### src/rtl/dmem_arbiter.sv
// dmem_arbiter: two-master round-robin arbiter for the shared data memory, with bounded lock bursts.
module dmem_arbiter #(
  parameter int ADDR_W   = 32,
  parameter int DATA_W   = 32,
  parameter int MAX_HOLD = 4
) (
  input  logic              clk,
  input  logic              rst_n,
  input  logic              m0_req,
  input  logic              m0_wr,
  input  logic              m0_lock,
  input  logic [ADDR_W-1:0] m0_addr,
  input  logic [DATA_W-1:0] m0_wdata,
  output logic              m0_ack,
  output logic [DATA_W-1:0] m0_rdata,
  input  logic              m1_req,
  input  logic              m1_wr,
  input  logic              m1_lock,
  input  logic [ADDR_W-1:0] m1_addr,
  input  logic [DATA_W-1:0] m1_wdata,
  output logic              m1_ack,
  output logic [DATA_W-1:0] m1_rdata,
  output logic [ADDR_W-1:0] data_addr,
  output logic              data_wr,
  output logic [DATA_W-1:0] data_in,
  input  logic [DATA_W-1:0] data_out
);
  typedef enum logic [1:0] {IDLE, ACCESS, RESP} state_t;
  localparam logic [3:0] MAX_H = 4'(MAX_HOLD);
  state_t state_q, state_d;
  logic owner_q, owner_d, last_q, last_d, lock_q, lock_d, regrant, access;
  logic [3:0] hold_q, hold_d;
  logic [1:0] ack_q, ack_d, req, wr, lock;
  logic [DATA_W-1:0] rdata0_q, rdata0_d, rdata1_q, rdata1_d;
  assign req      = {m1_req, m0_req};
  assign wr       = {m1_wr, m0_wr};
  assign lock     = {m1_lock, m0_lock};
  assign access   = state_q == ACCESS;
  assign data_wr   = access & wr[owner_q];
  assign data_addr = access ? (owner_q ? m1_addr : m0_addr) : '0;
  assign data_in   = access ? (owner_q ? m1_wdata : m0_wdata) : '0;
  assign m0_ack   = ack_q[0];
  assign m1_ack   = ack_q[1];
  assign m0_rdata = rdata0_q;
  assign m1_rdata = rdata1_q;
  // hold_q counts locked re-grants taken since the run's first grant
  assign regrant = lock_q && req[last_q] && hold_q < MAX_H;
  always_comb begin
    state_d  = state_q;
    owner_d  = owner_q;
    last_d   = last_q;
    lock_d   = lock_q;
    hold_d   = hold_q;
    ack_d    = 2'b00;
    rdata0_d = rdata0_q;
    rdata1_d = rdata1_q;
    case (state_q)
      IDLE: if (|req) begin
        state_d = ACCESS;
        owner_d = regrant ? last_q : (&req ? ~last_q : req[1]);
        hold_d  = regrant ? hold_q + 4'd1 : 4'd0;
      end
      ACCESS: begin
        state_d  = RESP;
        ack_d    = owner_q ? 2'b10 : 2'b01;
        last_d   = owner_q;
        rdata0_d = (!owner_q && !m0_wr) ? data_out : rdata0_q;
        rdata1_d = (owner_q && !m1_wr) ? data_out : rdata1_q;
      end
      RESP: begin
        state_d = IDLE;
        lock_d  = lock[owner_q];
        hold_d  = (lock[owner_q] && req[!owner_q]) ? hold_q : 4'd0;
      end
      default: state_d = IDLE;
    endcase
  end
  always_ff @(posedge clk or negedge rst_n) begin
    if (!rst_n) begin
      state_q  <= IDLE;
      owner_q  <= 1'b0;
      last_q   <= 1'b1;
      lock_q   <= 1'b0;
      hold_q   <= 4'd0;
      ack_q    <= 2'b00;
      rdata0_q <= '0;
      rdata1_q <= '0;
    end else begin
      state_q  <= state_d;
      owner_q  <= owner_d;
      last_q   <= last_d;
      lock_q   <= lock_d;
      hold_q   <= hold_d;
      ack_q    <= ack_d;
      rdata0_q <= rdata0_d;
      rdata1_q <= rdata1_d;
    end
  end
endmodule

### config.mk
export PLATFORM = sky130hd
export DESIGN_NAME = dmem_arbiter
export DESIGN_NICKNAME = d
export VERILOG_FILES = /design/src/rtl/dmem_arbiter.sv
export SDC_FILE = /design/constraint.sdc
export NUM_CORES = 1
export LEC_CHECK = 0
export BUFFER_PORTS_ARGS = -buffer_cell sky130_fd_sc_hd__buf_2
export CAP_MARGIN = 25
export CORE_AREA = 2 2 115 117
export CTS_CLUSTER_SIZE = 25
export DETAILED_ROUTE_END_ITERATION = 10
export DIE_AREA = 0 0 117 119
export PLACE_DENSITY = 0.66
export SYNTH_ARGS = -nofsm -noshare
export SYNTH_HDL_FRONTEND = slang
export SYNTH_SLANG_ARGS = --single-unit
### constraint.sdc
create_clock -name clk -period 2.6 [get_ports clk]
set_input_delay 0.13 -clock clk [delete_from_list [all_inputs] [get_ports clk]]
set_output_delay 0.13 -clock clk [all_outputs]
set_load 0.005 [all_outputs]
==> flow_metrics.tcl <==
set metrics [dict create \
    viasPerCell 4.459 \
    worstHoldStart "data_out[27]" \
    hold_viol_final 0 \
    grt_pass1_wl_um 18220 \
    finalWirelength_um 12300 \
    status "finished, final reports clean" \
    design_power_total_mw 6.398 \
    firstDrtPassIters 4 \
    wl_per_cell_um 15.29 \
    drc 0 \
    syn_inst 327 \
    hold_depth 2 \
    yosysSeqAreaShare 0.4594 \
    finalNetCount 790 \
    cts_made_buffers 9 \
    cts_hold_buf 1 \
    multi_input_area_sq_mm 0.002033 \
    drive_above_1_share 0.6246 \
    cap_viol_max_count 0 \
    ys_types 27 \
    post-synth-top-count-cell "dfrtp_1" \
    synth_edf_count 0 \
    finalCriticalPeriod_ps 1975 \
    track_usage 0.1677 \
    syn_nets 496 \
    synthTopCellsByCount "dfrtp_1, nor2_1, mux2i_1" \
    rsz0062_at_grt "no" \
    fin_skew_ps 3.247 \
    p_leak_nw 3.265 \
    cts_tree "yes" \
    synthArstFlopShare 1.000 \
    antenna_found_initial 1 \
    cts_setup_buffers 0 \
    yosysTopAreaCell "dfrtp_1" \
    netlist_area_sq_mm 0.004088 \
    grt_pass1_vias 3512 \
    ctsResizeCount 0 \
    r2r_cells 4 \
    max_clock_freq_mhz 506.3 \
    finalNonFillerCells 804 \
    hold-path-endpoint "m0_rdata[27]" \
    nFillCells 1203 \
    grt-ovfl-total 0 \
    root_buffer "clkbuf_16" \
    synth_area_leaders "dfrtp_1, mux2_4, mux2i_1, nor2_1, mux2_2" \
    min_period_over_period 0.7597 \
    tightestPinTransition_ps 832.2 \
    initial_core_util 0.3175 \
    drtIter0Drc 186 \
    crit-reg2reg-launch "state_q[1]" \
    path_class "reg -> out" \
    slew_viol_final 0 \
    die-area_sq_mm 0.01392 \
    syn_avg_cell_area_sq_um 12.50 \
    worstPathMaxFanout 69 \
    powerDensity_mw_per_mm2 1062 \
    core_sq_mm 0.01287 \
    fin_area_sq_mm 0.006026 \
    dr_total_vias 3585 \
    synth_top_area_frac 0.4530 \
    die_h_um 119 \
    place.gp.congestion 0.8166 \
    final_core_util 0.4680 \
    setup_tns_ps 0 \
    worstSkewPairLatency_ps 330 \
    rr_endpoint "m0_rdata[23]" \
    synth_flop_cell "dfrtp_1" \
    cp.arrival_ps 1850 \
    area.sequential_sq_mm 0.001882 \
    hp-class "in -> reg" \
    path_clk_slew_ps 60 \
    worst_ir_drop_vdd_v 0.0005186 \
    finalSetupViolations 0 \
    ys_warn_count 0 \
    die_x_um 117 \
    start_kind "register" \
    numClockSinks 75 \
    grt_max_degree 70 \
    regToRegSetupSlack_ps 770 \
    fp-row-count 42 \
    port_buffers 298 \
    slew_headroom 0.4452 \
    antenna_left 0 \
    ys_ff_latch 75 \
    dpl-instance-area_sq_mm 0.005707 \
    clockBufferDepth 2 \
    dp_hpwl_um 9832 \
    worstPathRequired_ps 2470 \
    area_growth_pct 47.41 \
    numPlacedInstances 785 \
    htreeDepth 3 \
    io_pins 299 \
    cp-end-kind "output pin" \
]
## how the worst max path moves through the flow
stage                         to  slack (ps)  startpoint
floorplan            m1_rdata[0]        1070  state_q[1]
global placement    m1_rdata[15]         820  state_q[1]
detailed placement     hold_q[2]         780     owner_q
CTS                  data_in[23]         620  state_q[1]
global route         data_in[26]         500  state_q[1]
finish               data_in[23]         620  state_q[1]
## report_power, final
part	internal [mW]	switching, mW
clock network	0.768	0.463
registers	1.74	0.338
logic	1.77	1.32
total	4.27	2.12
## placed cells by master, fill, tap and decap left out, drive strengths merged, types with 2 or more instances in the layout
cell type	synthesis	routed
buf	18	304
clkbuf	4	10
nor2	68	68
diode	0	2
inv	6	6
o21ai	5	5
dfrtp	74	74
nor3	4	4
mux2i	66	66
nand3	3	3
mux2	65	65
nand2b	2	2
clkinv	0	4
## area by class of cell
| type | instances | share of cell area |
|---|---|---|
| sequential | 75 | 0.3123 |
| tap | 176 | 0.03654 |
| clock inverter | 6 | 0.01080 |
| inverter | 6 | 0.003738 |
| clock buffer | 10 | 0.03966 |
| antenna | 2 | 0.0008306 |
| timing repair buffer | 305 | 0.2587 |
| multi-input combinational | 224 | 0.3374 |
## sequential cells by signal, summed over array words and instances, names as in the netlist
register and count:
lock_q 1, ack_q 2, owner_q 1, last_q 1
m0_rdata 32, state_q 2, m1_rdata 32, hold_q 4
## per-stage QoR
| stage | setup slack, ps | hold WS, ps |
|---|---|---|
| 6_report | 624.7 | 44.27 |
| 3_5_place_dp | 775.8 | 269.2 |
| 4_1_cts | 618.4 | 32.64 |
| 5_1_grt | 495.2 | 33.66 |
| 2_1_floorplan | 1065 | -165.6 |
| 3_3_place_gp | 817.2 | 254.2 |
## critical path, cell delays in order, from the launching register on
cell      delay (ps)
dfrtp_1          420
nand2b_2         220
buf_4            540
nor2_1           120
buf_2            160
## logic make-up (layout without fill, tap and decap cells)
group	Yosys count	count (layout)	synth area share
fa+ha+maj	1	1	0.003060
flops	75	75	0.4594
xor+xnor	1	1	0.002143
compound gates	7	7	0.009795
simple gates	84	84	0.09519
buf+inv	28	327	0.04377
other cells	0	2	0
mux	131	131	0.3866
## metal layers
metal | part of all wire | routed length, um | vias up | track usage
met5 | 0 | 0 | - | 0
met4 | 0.014 | 175 | 0 | 0.05515
met3 | 0.074 | 910 | 13 | 0.03461
met2 | 0.49 | 5972 | 181 | 0.2854
met1 | 0.43 | 5239 | 1677 | 0.2100
li1 | - | - | 1714 | -
Power figures use the tool's default switching activity.
